File: src/rtl/fetch_sequencer.sv
// Instruction-fetch controller: walks the program ROM, captures each word and
// hands it to the decoder over a valid/ready handshake, with halt and jump.
module fetch_sequencer #(
  parameter int ADDR_W   = 3,
  parameter int DATA_W   = 4,
  parameter int PROG_LEN = 7
) (
  input  logic              clock,
  input  logic              reset,
  input  logic              start,
  input  logic              halt_req,
  input  logic              jump_en,
  input  logic [ADDR_W-1:0] jump_addr,
  output logic              rom_enable,
  output logic [ADDR_W-1:0] rom_addr,
  input  logic [DATA_W-1:0] rom_data,
  output logic [DATA_W-1:0] instr,
  output logic              instr_valid,
  input  logic              instr_ready,
  output logic [ADDR_W-1:0] pc,
  output logic              halted,
  output logic              addr_err
);

  typedef enum logic [1:0] {
    IDLE  = 2'd0,
    FETCH = 2'd1,
    VALID = 2'd2,
    HALT  = 2'd3
  } state_t;

  // Widened bound so PROG_LEN == 2**ADDR_W still compares correctly.
  localparam logic [ADDR_W:0]   LEN_EXT   = (ADDR_W + 1)'(PROG_LEN);
  localparam logic [ADDR_W-1:0] LAST_ADDR = ADDR_W'(PROG_LEN - 1);

  state_t            state;
  logic              handshake;
  logic              jump_ok;
  logic [ADDR_W-1:0] pc_next;

  assign rom_addr  = pc;
  assign handshake = instr_valid && instr_ready;
  assign jump_ok   = {1'b0, jump_addr} < LEN_EXT;

  always_comb begin
    pc_next = '0;
    if (jump_en) begin
      if (jump_ok) pc_next = jump_addr;
    end else if (pc != LAST_ADDR) begin
      pc_next = pc + 1'b1;
    end
  end

  always_ff @(posedge clock) begin
    if (reset) begin
      state       <= IDLE;
      pc          <= '0;
      instr       <= '0;
      instr_valid <= 1'b0;
      rom_enable  <= 1'b0;
      halted      <= 1'b0;
      addr_err    <= 1'b0;
    end else begin
      addr_err <= 1'b0;
      case (state)
        IDLE: begin
          if (start) begin
            pc         <= '0;
            rom_enable <= 1'b1;
            state      <= FETCH;
          end
        end
        FETCH: begin
          instr       <= rom_data;
          instr_valid <= 1'b1;
          rom_enable  <= 1'b0;
          state       <= VALID;
        end
        VALID: begin
          if (handshake) begin
            instr_valid <= 1'b0;
            pc          <= pc_next;
            addr_err    <= jump_en && !jump_ok;
            if (halt_req) begin
              halted <= 1'b1;
              state  <= HALT;
            end else begin
              rom_enable <= 1'b1;
              state      <= FETCH;
            end
          end
        end
        HALT: begin
          // Resume from the held pc rather than restarting the program.
          if (start) begin
            halted     <= 1'b0;
            rom_enable <= 1'b1;
            state      <= FETCH;
          end
        end
        default: state <= IDLE;
      endcase
    end
  end

endmodule

File: config.mk
export PLATFORM = sky130hd
export DESIGN_NAME = fetch_sequencer
export DESIGN_NICKNAME = d
export VERILOG_FILES = /design/src/rtl/fetch_sequencer.sv
export SDC_FILE = /design/constraint.sdc
export NUM_CORES = 1
export LEC_CHECK = 0
export ABC_AREA = 1
export CAP_MARGIN = 10
export CORE_UTILIZATION = 42
export DETAILED_ROUTE_END_ITERATION = 6
export PLACE_DENSITY = 0.76
export SYNTH_ARGS = -nofsm -noshare
export SYNTH_HDL_FRONTEND = slang
export SYNTH_SLANG_ARGS = --single-unit
File: constraint.sdc
create_clock -name clock -period 1.5 [get_ports clock]
set_input_delay 0.375 -clock clock [delete_from_list [all_inputs] [get_ports clock]]
set_output_delay 0.375 -clock clock [all_outputs]
set_load 0.03 [all_outputs]
# After elaboration in Yosys (flattened, before gate mapping)
# Cells that the tools add are included.
[word_totals]
regBits = 13
latch_bits = 0
ramBits = 0
mem_bits_ro = 0
output_inout_bits = 14
mem_count = 0
[classes]
add_sub_neg = 1
mul = 0
div_mod_pow = 0
magnitude_cmp = 1
n_eq_ne = 10
shifts = 0
n_mux = 20
bitwise_logic = 2
reduce_logical = 14
[op_table]
columns = ["op", "count"]
rows = [
  ["$mux 3", 5],
  ["$ne 2x2->1 const B", 5],
  ["$mux 1", 7],
  ["$mux 2", 3],
  ["$pmux 2 s3", 1],
  ["$pmux 3 s2", 1],
  ["$reduce_and 3->1", 2],
  ["$reduce_bool 2->1", 3],
  ["$eq 2x2->1 const B", 2],
  ["$pmux 1 s2", 2],
  ["$reduce_and 2->1", 2],
  ["$reduce_and 4->1", 1],
  ["$add 3x1->3 const B", 1],
  ["$lt 3x3->1 const B", 1],
  ["$ne 3x3->1 const B", 1],
  ["$pmux 1 s3", 1],
  ["$reduce_or 3->1", 1],
  ["$eq 2x1->1 const B", 1],
  ["$logic_and 1x1->1", 2],
  ["$logic_not 2->1", 1],
  ["$ne 2x1->1 const B", 1],
  ["$not 1->1", 2],
  ["$reduce_or 2->1", 1],
  ["$logic_not 1->1", 1],
]

# Longest topological paths before layout
[depth]
word_depth = 5
mapped_depth = 9

# Least setup slack after synthesis
# No wires, ideal clock.
[synth_path]
path_kind = "flip-flop to flip-flop"
start = "reg state[0]"
end = "reg state[1]"
setup_time_ns = 0.116
t_arrival_ns = 1.146
required_ns = 1.384
slack_ns = 0.239
stages_incl_launch_ff = 6
n_path_buf = 0
synth_period_minus_slack_ns = 1.261
path_cell_list = "dfxtp_1 > inv_1 > ha_1 > o21ai_2 > nand2_1 > and3_1"
[synth_between]
elab_chain_cells = 4
word_cells_on_any_way = 9
cone_classes = "eq/ne: 5; mux: 1; reduce/logical: 3"
[synth_lines]
columns = ["element", "line_no", "rtl"]
rows = [
  ["start: declaration", "36", "state_t state;"],
  ["start signal: assignment", "56", "state <= IDLE;"],
  ["start signal: assignment", "70", "state <= FETCH;"],
  ["start signal: assignment", "77", "state <= VALID;"],
  ["$eq 2x2->1 or $logic_not 2->1 (tied branches)", "65", "case (state)"],
  ["$reduce_or 2->1 (no source line)", "--", ""],
  ["$ne 2x1->1 (no source line)", "--", ""],
  ["$reduce_and 2->1 (no source line)", "--", ""],
]
# Several ways; a longest one is shown, not always the timed one.
# A chain may end at the register's enable or synchronous reset.

# Worst setup path in the final report
[layout_path]
start = "reg pc[0]"
end = "out rom_addr[0]"
[layout_lines]
columns = ["element", "line_no", "rtl"]
rows = [
  ["start: declaration", "20", "output logic [ADDR_W-1:0] pc,"],
  ["start signal: assignment", "82", "pc <= pc_next;"],
  ["end: declaration", "15", "output logic [ADDR_W-1:0] rom_addr,"],
]
# No word-level cell between the ends.

==> reports/results.md <==
| Result | This run | Unit |
|---|---|---|
| Global-route wire length before repair | 2700 | um |
| FF-to-FF End | state[1]$_SDFFE_PP0P_ | - |
| Number of instances in the synthesized netlist | 98 | - |
| Most common cell in the netlist | sky130_fd_sc_hd__nand2_1 | - |
| Cell family contributing the most delay on the critical path | buffers and inverters | - |
| Register bit count reported by yosys | 13 | - |
| Fraction of layout instances using a drive strength above 1 | 14.3 | % |
| Post-Route Skew | 0.0119 | ns |
| Start point of the critical path | pc[0]$_SDFFE_PP0P_ | - |
| Sinks on Clock Net | 13 | - |
| Drt pass-1 iters | 6 | - |
| Synthesis-to-layout area growth | 44.8 | % |
| Initial Utilization | 46.7 | % |
| Reg clk slew, reported paths | 0.09 | ns |
| Vias in the first global route | 676 | - |
| Mapped cell area | 728 | um^2 |
| Core footprint | 1560 | um^2 |
| Crit path max fanout | 3 | - |
| Average footprint of a synthesized cell | 7.43 | um^2 |
| Power per cell area | 1580 | nW/um^2 |
| Proportion of netlist area held by the largest area contributor | 35.7 | % |
| Pwr Total | 1.66 | mW |
| Prevailing post-synth register cell | sky130_fd_sc_hd__dfxtp_1 | - |
| Count of warnings emitted by yosys | 0 | - |
| # nets final | 153 | - |
| Arrival time reported for the critical path endpoint | 1.05 | ns |
| PortBufs | 26 | - |
| Leading post-synthesis cells by cell area | sky130_fd_sc_hd__dfxtp_1 (36%), sky130_fd_sc_hd__nand2_1 (11%), sky130_fd_sc_hd__ha_1 (10%), sky130_fd_sc_hd__inv_1 (6.7%), sky130_fd_sc_hd__o21ai_0 (5.5%) | - |
| Gr usage total | 19.0 | % |
| Max stage delay on crit path | 0.41 | ns |
| Number of hold-slack violations in the final timing report | 0 | - |
| Commonest cells post-synth | sky130_fd_sc_hd__nand2_1 (21), sky130_fd_sc_hd__dfxtp_1 (13), sky130_fd_sc_hd__inv_1 (13) | - |
| Fin area | 1050 | um^2 |
| Max capacitance violation total | 0 | - |
| Worst path depth | 1 | - |
| Sequential element share of the synthesized area | 35.7 | % |
| Final routed DRC violation total | 2 | - |
| Number of cell rows | 14 | - |
| Transition at the pin with the smallest max-transition slack | 0.297 | ns |
| Count of vias placed by the detailed router | 731 | - |
| Number of placed I/O pins | 27 | - |
| Hold-fix buffers at CTS | 0 | - |
| Maximum number of pins on one net before global-route repair | 8 | - |
| GR Overflow Total | 0 | - |
| Max stage delay cell, worst path | sky130_fd_sc_hd__dlygate4sd2_1 | - |
| Worst path required time | 1.12 | ns |
| Crit path launch type | flip-flop | - |
| Remaining antenna violation count after routing | 0 | - |
| Origin of the critical flop-to-flop path | state[1]$_SDFFE_PP0P_ | - |
| Classification of the worst setup path | reg2out | - |
| Root buf cell | sky130_fd_sc_hd__clkbuf_4 | - |
| Clock latency reported for the late side of the worst-skew pair | 0.28 | ns |
| Violations in the final reports | DRC | - |
| Synth cell types | 20 | - |
| HPWL after detailed placement | 1200 | um |
| Chip width | 43.6 | um |
| Clk buf depth | 2 | - |
| Post-detailed-route wirelength per cell | 10.5 | um |
| Top cell type by total area after synthesis | sky130_fd_sc_hd__dfxtp_1 | - |
| Vertical extent of the die | 43.6 | um |
| Number of cells traversed by the worst register-to-register path | 5 | - |
| Ordered cell list for the critical path | dlygate4sd2_1 | - |
| Global placer's final weighted congestion | 0.803 | - |
| Sum of buffers and inverters on the critical path | 1 | - |
| Peak supply drop | 1.10 | mV |
| Unrepaired setup endpoints after global routing | false | - |
| Minimum period implied by the final worst setup slack | 1.43 | ns |
| Die footprint | 1900 | um^2 |
| Slew margin rel. | 80.0 | % |
| Max-slew violation count | 0 | - |
| Initial antenna violation count | 0 | - |
| Maximum level of the CTS H-tree | 1 | - |
| Ant diodes | 0 | - |
| Area after detailed placement | 1050 | um^2 |
| CTS buffer count | 3 | - |
| Utilization after layout | 67.7 | % |
| Leak | 0.534 | nW |
| Type of the most critical hold path | reg2reg | - |
| Critical Path Sink Type | output pin | - |
| Setup-failing EPs final | 0 | - |
| WL final | 1560 | um |
| Per-cell via count in the routed design | 4.91 | - |
| Minimum setup slack among reg-to-reg paths | 0.13 | ns |
| Share of async-settable or async-resettable flops after synthesis | 0 | % |
| Fin crit share | 95.1 | % |
| Count of flip-flops with a built-in enable after synthesis | 0 | - |
| DRC marker count from the first detailed-route iteration | 27 | - |
| Maximum operating frequency | 701 | MHz |
| Outcome | finished, violations left | - |
| CTS tree | built | - |
| Net count after synthesis | 117 | - |
| Endpoint of the most critical setup path | rom_addr[0] | - |
per-stage QoR:
stage | setup TNS, ns | cells | hold WS (ns) | worst slack, ns
floorplan | 0 | 98 | 0.444 | 0.239
finish | 0 | 149 | 0.469 | 0.0741
detailed placement | -0.0350 | 145 | 0.457 | -0.0350
CTS | 0 | 149 | 0.470 | 0.0639
global placement | 0 | 145 | 0.447 | 0.00697
global route | 0 | 149 | 0.498 | 0.0319
worst min path at each step:
| stage | from | end | slack, ns | cells past startpoint |
|---|---|---|---|---|
| detailed placement | halted$_SDFFE_PP0P_ | halted$_SDFFE_PP0P_ | 0.46 | 2 |
| finish | halted$_SDFFE_PP0P_ | halted$_SDFFE_PP0P_ | 0.47 | 2 |
| global placement | halted$_SDFFE_PP0P_ | halted$_SDFFE_PP0P_ | 0.45 | 2 |
| CTS | halted$_SDFFE_PP0P_ | halted$_SDFFE_PP0P_ | 0.47 | 2 |
| floorplan | reset | halted$_SDFFE_PP0P_ | 0.44 | 1 |
| global route | rom_enable$_SDFFE_PP0P_ | rom_enable$_SDFFE_PP0P_ | 0.50 | 2 |
area by class of cell:
cell class | count | area (um^2)
clock buffer | 4 | 26.3
fill | 145 | 504
inverter | 13 | 48.8
multi-input combinational | 69 | 397
sequential | 13 | 260
tap | 16 | 20.0
timing repair buffer | 34 | 303
routing by layer:
metal  vias up  global-route usage [%]  routed length (um)
li1        384                       -                   -
met1       315                    23.6                 696
met2        27                    32.2                 738
met3         5                    2.50                  93
met4         0                    9.38                  30
met5         -                       0                   0
kinds of logic after synthesis:
| group | after synthesis | share of synthesized area, % |
|---|---|---|
| buffers and inverters | 16 | 9.79 |
| DFF | 13 | 35.7 |
| adders and majority gates | 6 | 10.3 |
| AOI/OAI and AO/OA | 16 | 12.2 |
| and+or+nand+nor | 47 | 32.0 |
sequential cells by signal (all words and copies together) (netlist names):
name         flops
instr            4
pc               3
state            2
addr_err         1
halted           1
instr_valid      1
rom_enable       1
where the power goes:
part           switching (mW)  leakage [nW]  internal, mW
registers              0.0619         0.107         0.453
clock network           0.119        0.0150         0.103
logic                   0.574         0.413         0.351
total                   0.754         0.534         0.908
layout by cell type (no fill, tap or decap):
cell type                         instances
sky130_fd_sc_hd__inv_1                   13
sky130_fd_sc_hd__nor2_2                   1
sky130_fd_sc_hd__nor4_1                   1
sky130_fd_sc_hd__o211a_1                  1
sky130_fd_sc_hd__nand2_2                  2
sky130_fd_sc_hd__nand3_2                  1
sky130_fd_sc_hd__dfxtp_1                 13
sky130_fd_sc_hd__nor2_1                   8
sky130_fd_sc_hd__o21ai_0                  8
sky130_fd_sc_hd__dlygate4sd2_1           14
sky130_fd_sc_hd__nand4_1                  1
sky130_fd_sc_hd__ha_1                     6
sky130_fd_sc_hd__clkdlybuf4s50_1         12
sky130_fd_sc_hd__a21oi_1                  6
sky130_fd_sc_hd__clkbuf_1                 1
sky130_fd_sc_hd__nand2_4                  2
sky130_fd_sc_hd__nand2_1                 21
sky130_fd_sc_hd__o21ai_2                  1
sky130_fd_sc_hd__and3_1                   1
sky130_fd_sc_hd__nor2_4                   1
sky130_fd_sc_hd__clkbuf_4                 3
sky130_fd_sc_hd__nand3_1                  7
sky130_fd_sc_hd__buf_4                    8
sky130_fd_sc_hd__nand3b_1                 1
timing repair:
item,in CTS,in global routing
setup buffers,0,0
endpoints found under the setup margin,14,0
resized for setup,14,0
(Power assumes the default switching activity.)
